### src/rtl/video_timing_meter.sv
// Measures the incoming video raster: line/frame totals and active extents, live position,
// peak active luma, lock state and PAL / scandoubled classification.
module video_timing_meter #(
    parameter int unsigned LOCK_FRAMES = 2
) (
    input  logic       clk,
    input  logic       reset,
    input  logic       ce_pix,
    input  logic       hsync,
    input  logic       vsync,
    input  logic       hblank,
    input  logic       vblank,
    input  logic [7:0] video,
    output logic [9:0] h_total,
    output logic [9:0] h_active,
    output logic [9:0] v_total,
    output logic [9:0] v_active,
    output logic [9:0] hpos,
    output logic [9:0] vpos,
    output logic       locked,
    output logic       pal_detect,
    output logic       dbl_detect,
    output logic       frame_pulse,
    output logic [7:0] luma_max
);

    localparam logic [9:0] CNT_MAX = 10'd1023;
    localparam logic [3:0] LOCK_N  = 4'(LOCK_FRAMES);

    typedef enum logic [1:0] {
        SEARCH,
        CONFIRM,
        LOCKED
    } lock_state_t;

    lock_state_t state;
    logic        hsync_q;
    logic        vsync_q;
    logic        h_rise;
    logic        v_rise;
    logic [9:0]  h_act_cnt;
    logic [9:0]  v_act_cnt;
    logic [7:0]  run_max;
    logic [3:0]  match_cnt;
    logic [9:0]  ref_h;
    logic [9:0]  ref_v;

    logic [9:0]  hpos_nxt;
    logic [9:0]  h_total_nxt;
    logic [9:0]  vpos_inc;
    logic [9:0]  v_total_nxt;
    logic [9:0]  v_act_inc;
    logic [7:0]  sample;
    logic [7:0]  run_max_nxt;
    logic        totals_match;

    function automatic logic [9:0] sat_inc(input logic [9:0] x);
        return (x == CNT_MAX) ? x : x + 10'd1;
    endfunction

    assign h_rise = ce_pix & hsync & ~hsync_q;
    assign v_rise = ce_pix & vsync & ~vsync_q;

    // Next-state values are shared between the measurement registers and the lock
    // comparison, so the FSM judges the totals being captured on this very cycle.
    // NOTE: every always_comb output gets a default first so no path can infer a latch.
    always_comb begin
        hpos_nxt     = h_rise ? 10'd0 : sat_inc(hpos);
        h_total_nxt  = h_rise ? sat_inc(hpos) : h_total;
        vpos_inc     = h_rise ? sat_inc(vpos) : vpos;
        v_total_nxt  = v_rise ? vpos_inc : v_total;
        v_act_inc    = (h_rise && !vblank) ? sat_inc(v_act_cnt) : v_act_cnt;
        sample       = (!hblank && !vblank) ? video : 8'd0;
        run_max_nxt  = (sample > run_max) ? sample : run_max;
        totals_match = (h_total_nxt == ref_h) && (v_total_nxt == ref_v);
    end

    // NOTE: sequential state uses non-blocking assignments and an asynchronous reset
    // so every register clears immediately, independent of clk and ce_pix.
    always_ff @(posedge clk or posedge reset) begin
        if (reset) begin
            hsync_q     <= 1'b0;
            vsync_q     <= 1'b0;
            hpos        <= '0;
            vpos        <= '0;
            h_total     <= '0;
            h_active    <= '0;
            v_total     <= '0;
            v_active    <= '0;
            h_act_cnt   <= '0;
            v_act_cnt   <= '0;
            run_max     <= '0;
            luma_max    <= '0;
            frame_pulse <= 1'b0;
        end else begin
            frame_pulse <= v_rise;
            if (ce_pix) begin
                hsync_q <= hsync;
                vsync_q <= vsync;
                hpos    <= hpos_nxt;

                // The pixel on the rise cycle is the first pixel of the new line.
                if (h_rise) begin
                    h_total   <= h_total_nxt;
                    h_active  <= h_act_cnt;
                    h_act_cnt <= hblank ? 10'd0 : 10'd1;
                end else if (!hblank) begin
                    h_act_cnt <= sat_inc(h_act_cnt);
                end

                // A coincident hsync rise closes the old frame; the new one starts at zero.
                if (v_rise) begin
                    v_total   <= v_total_nxt;
                    v_active  <= v_act_inc;
                    vpos      <= '0;
                    v_act_cnt <= '0;
                    luma_max  <= run_max;
                    run_max   <= sample;
                end else begin
                    vpos      <= vpos_inc;
                    v_act_cnt <= v_act_inc;
                    run_max   <= run_max_nxt;
                end
            end
        end
    end

    always_ff @(posedge clk or posedge reset) begin
        if (reset) begin
            state     <= SEARCH;
            locked    <= 1'b0;
            match_cnt <= '0;
            ref_h     <= '0;
            ref_v     <= '0;
        end else if (ce_pix) begin
            case (state)
                SEARCH: begin
                    if (v_rise) begin
                        ref_h     <= h_total_nxt;
                        ref_v     <= v_total_nxt;
                        match_cnt <= 4'd1;
                        if (LOCK_N <= 4'd1) begin
                            state  <= LOCKED;
                            locked <= 1'b1;
                        end else begin
                            state  <= CONFIRM;
                        end
                    end
                end
                CONFIRM: begin
                    if (v_rise) begin
                        if (totals_match) begin
                            match_cnt <= match_cnt + 4'd1;
                            if (match_cnt + 4'd1 >= LOCK_N) begin
                                state  <= LOCKED;
                                locked <= 1'b1;
                            end
                        end else begin
                            ref_h     <= h_total_nxt;
                            ref_v     <= v_total_nxt;
                            match_cnt <= 4'd1;
                        end
                    end
                end
                LOCKED: begin
                    // A runaway line (no hsync) is as much a loss of timing as a bad frame.
                    if ((v_rise && !totals_match) || hpos_nxt == CNT_MAX) begin
                        state     <= SEARCH;
                        locked    <= 1'b0;
                        match_cnt <= '0;
                    end
                end
                default: begin
                    state  <= SEARCH;
                    locked <= 1'b0;
                end
            endcase
        end
    end

    assign pal_detect = (v_total >= 10'd281 && v_total <= 10'd399) || (v_total >= 10'd580);
    assign dbl_detect = (v_total >= 10'd400);

endmodule

### config.mk
export PLATFORM = sky130hd
export DESIGN_NAME = video_timing_meter
export DESIGN_NICKNAME = d
export VERILOG_FILES = /design/src/rtl/video_timing_meter.sv
export SDC_FILE = /design/constraint.sdc
export NUM_CORES = 1
export LEC_CHECK = 0
export CELL_PAD_IN_SITES_DETAIL_PLACEMENT = 1
export CELL_PAD_IN_SITES_GLOBAL_PLACEMENT = 2
export CORE_MARGIN = 5
export CORE_UTILIZATION = 35
export CTS_CLUSTER_SIZE = 10
export DETAILED_ROUTE_END_ITERATION = 12
export PLACE_DENSITY_LB_ADDON = 0.25
export REMOVE_ABC_BUFFERS = 1
export SYNTH_ARGS = -nofsm -noshare
export SYNTH_HDL_FRONTEND = slang
export SYNTH_SLANG_ARGS = --single-unit
### constraint.sdc
create_clock -name clk -period 5.1 [get_ports clk]
set_clock_uncertainty 0.1 [all_clocks]
set_input_delay 1.275 -clock clk [delete_from_list [all_inputs] [get_ports clk]]
set_output_delay 1.275 -clock clk [all_outputs]
set_load 0.05 [all_outputs]
==> flow_metrics.py <==
metrics = {
    "outcome": {
        "status": "completed",
    },
    "logic_synthesis": {
        "seq_area_frac_synth_pct": 44.5,
        "synth_enable_flop_cells": 0,
        "synthesis.area_sq_um": 7080,
        "ys_ff_latch": 126,
        "synth_warnings": 0,
        "ys_types": 82,
        "synth-main-ff-cell": "dfrtp_1",
        "netlist_instances": 735,
        "avgSynthCellArea_sq_um": 9.64,
        "async_flop_share_pct": 100,
    },
    "critical_path": {
        "path_class": "input port to flip-flop",
        "critPathLaunchType": "input port",
        "crit_end": "ref_h[7]",
        "worst-r2r-setup-slack_ns": 1.23,
        "crit_start": "ce_pix",
        "slowest_stage": "clkdlybuf4s50_1",
        "path_max_fanout": 28,
        "cpPeakStageDelay_ns": 0.68,
        "crit_required_ns": 5.30,
        "path_cells": "clkdlybuf4s50_1 -> nand3b_4 -> buf_12 -> nor4_1 -> a221oi_1 -> o2111ai_1 -> nor3_1 -> and4bb_1 -> and3_1 -> a211oi_4 -> buf_4 -> mux2_4",
        "ff2ff_path_depth": 11,
        "critPathCaptureType": "flip-flop",
        "r2r_start": "hpos[0]",
        "r2r-end": "match_cnt[0]",
        "cp.arrival_ns": 4.72,
    },
    "finish": {
        "stdcell_area_sq_um": 8790,
        "drive_gt1_share_pct": 11.7,
        "final_nets": 859,
        "finish.utilization_pct": 43.7,
        "diodes": 0,
        "syn_to_final_growth_pct": 24.1,
        "layout_commonest_cell": "dfrtp_1",
        "fill_cells": 2278,
        "area.sequential_sq_um": 3150,
        "final_cell_mix": "dfrtp_1 (126), nand2_1 (101), clkdlybuf4s50_1 (86)",
        "multi_input_area_sq_um": 3590,
    },
    "placement": {
        "pre_cts_ws_ns": 0.170,
        "port_buffers": 86,
        "dp_hpwl_microns": 15700,
        "dpl_cell_area_sq_um": 8270,
        "gp_congestion": 0.864,
    },
    "die": {
        "dieHeight_microns": 152,
        "die_x_microns": 152,
        "row_count": 52,
        "io_pins": 87,
        "coreArea_sq_um": 20100,
        "die_area_sq_um": 23200,
        "start_util_pct": 35.2,
    },
    "flow_run": {
        "maxCapViolCount": 0,
    },
    "sta": {
        "worst_pin_slew_ns": 0.992,
        "fin_setup_tns_ns": 0,
        "fin_crit_sh_pct": 88.6,
        "fmax_ghz": 0.221,
        "finalSetupViolCount": 0,
        "layout_setup_ws_ns": 0.583,
        "rsz0062_at_grt": "no",
        "post-route-min-period_ns": 4.52,
        "max_slew_margin_pct": 33.9,
        "drv_slew": 0,
        "finalHoldViolations": 0,
    },
    "worst_hold_path": {
        "worst_hold_path.num_cells": 2,
        "hp-class": "flip-flop to flip-flop",
    },
    "drt": {
        "drc": 0,
        "viasPerCell": 5.28,
        "wl_per_cell_microns": 19.2,
        "drtIter0Drc": 271,
        "via_count": 5850,
        "postRouteAntennaNets": 0,
        "first_pass_iters": 4,
        "routed_wirelength_microns": 21300,
    },
    "global_routing": {
        "grt_pass1_wl_microns": 34900,
        "overflow": 0,
        "grt.total_usage_pct": 18.6,
        "antenna_found_initial": 0,
        "grt_pass1_vias": 6388,
        "grt_max_degree": 79,
    },
    "power_and_ir_drop": {
        "p_leak_nw": 3.82,
        "peakVddDrop_uv": 255,
        "power_density_nw_per_um2": 416,
    },
    "clock_network": {
        "cts_buffer_depth": 2,
        "clock-sinks": 126,
        "clock_latency_ns": 0.42,
        "cts_buffers": 17,
        "clkTransAtPathRegs_ns": 0.06,
        "cts_tree": "built",
        "post_cts_buffers": 0,
        "cts_root_buf": "clkbuf_16",
        "cts_resized": 0,
        "h-tree-depth": 4,
        "cts_hold_buf": 0,
    },
}
-- where the power goes --
part	total, mW	internal, mW	switching [mW]
registers	1.35	1.16	0.193
logic	1.22	0.482	0.738
clock network	1.09	0.628	0.458
total	3.66	2.27	1.39
-- per-layer routing --
metal | GRT usage, % | vias to the layer above | part of all wire (%)
met4 | 4.75 | 0 | 0.98
met2 | 30.1 | 116 | 48
met5 | 0 | - | 0
li1 | - | 2806 | -
met3 | 4.00 | 15 | 4.1
met1 | 25.3 | 2913 | 47
-- critical path, delay by kind of cell --
kind            cells  cell delay (ns)
buf+inv             3             1.22
simple gates        5             1.31
compound gates      3             0.54
mux                 1             0.33
-- cell usage after synthesis, types with 8 or more instances --
| master | number | area (sq um) |
|---|---|---|
| dfrtp_1 | 126 | 3150 |
| nand2_1 | 101 | 379 |
| o21ai_0 | 57 | 285 |
| nor2_1 | 48 | 180 |
| inv_1 | 38 | 143 |
| nand3_1 | 26 | 130 |
| a21oi_1 | 21 | 105 |
| mux2i_1 | 20 | 200 |
| ha_1 | 19 | 238 |
| nor3_1 | 16 | 80.1 |
| xnor2_1 | 16 | 140 |
| buf_2 | 15 | 75.1 |
| mux2_4 | 14 | 210 |
| xor2_1 | 14 | 123 |
| and2_1 | 13 | 81.3 |
| nand4_1 | 13 | 81.3 |
| clkbuf_1 | 12 | 45.0 |
| mux2_2 | 11 | 124 |
| or3_1 | 9 | 56.3 |
| and3_1 | 8 | 50.1 |
-- registers in the layout, indices dropped and copies added (netlist names), 2 cells and up --
signal,cells
h_act_cnt,10
h_active,10
h_total,10
hpos,10
ref_h,10
ref_v,10
v_act_cnt,10
v_active,10
v_total,10
vpos,10
luma_max,8
run_max,8
match_cnt,4
state,2
-- final cells by class --
cell class                      count  share of cell area, %
Clock inverter                     11                  0.783
Sequential cell                   126                   35.9
Clock buffer                       21                   5.12
Inverter                           40                   1.74
Tap cell                          270                   3.84
Multi-Input combinational cell    532                   40.8
Timing Repair Buffer              108                   11.8
-- cell families after synthesis --
kind of cell             Yosys count  synth area share, %
AND/OR/NAND/NOR                  277                 20.0
AO/OA/AOI/OAI                    158                 15.5
flip-flops                       126                 44.5
buffers and inverters             77                 4.82
multiplexers                      47                 7.90
XOR/XNOR                          31                 3.94
adder cells (fa/ha/maj)           19                 3.36
-- worst min-delay path by stage --
| stage | start | slack [ns] | endpoint |
|---|---|---|---|
| floorplan | h_act_cnt[9] | 0.37 | h_active[9] |
| global placement | h_active[5] | 0.36 | h_active[5] |
| detailed placement | h_active[9] | 0.37 | h_active[9] |
| CTS | v_active[3] | 0.39 | v_active[3] |
| global route | h_active[7] | 0.41 | h_active[7] |
| finish | h_active[8] | 0.38 | h_active[8] |
-- metrics by stage --
stage	instances	total power, mW	hold WS, ns
floorplan	698	2.15	0.369
global placement	1076	2.56	0.359
detailed placement	1076	2.59	0.374
CTS	1108	3.70	0.387
global route	1108	3.86	0.406
finish	1108	3.66	0.378
No activity file was read; power rests on OpenSTA's default activity.
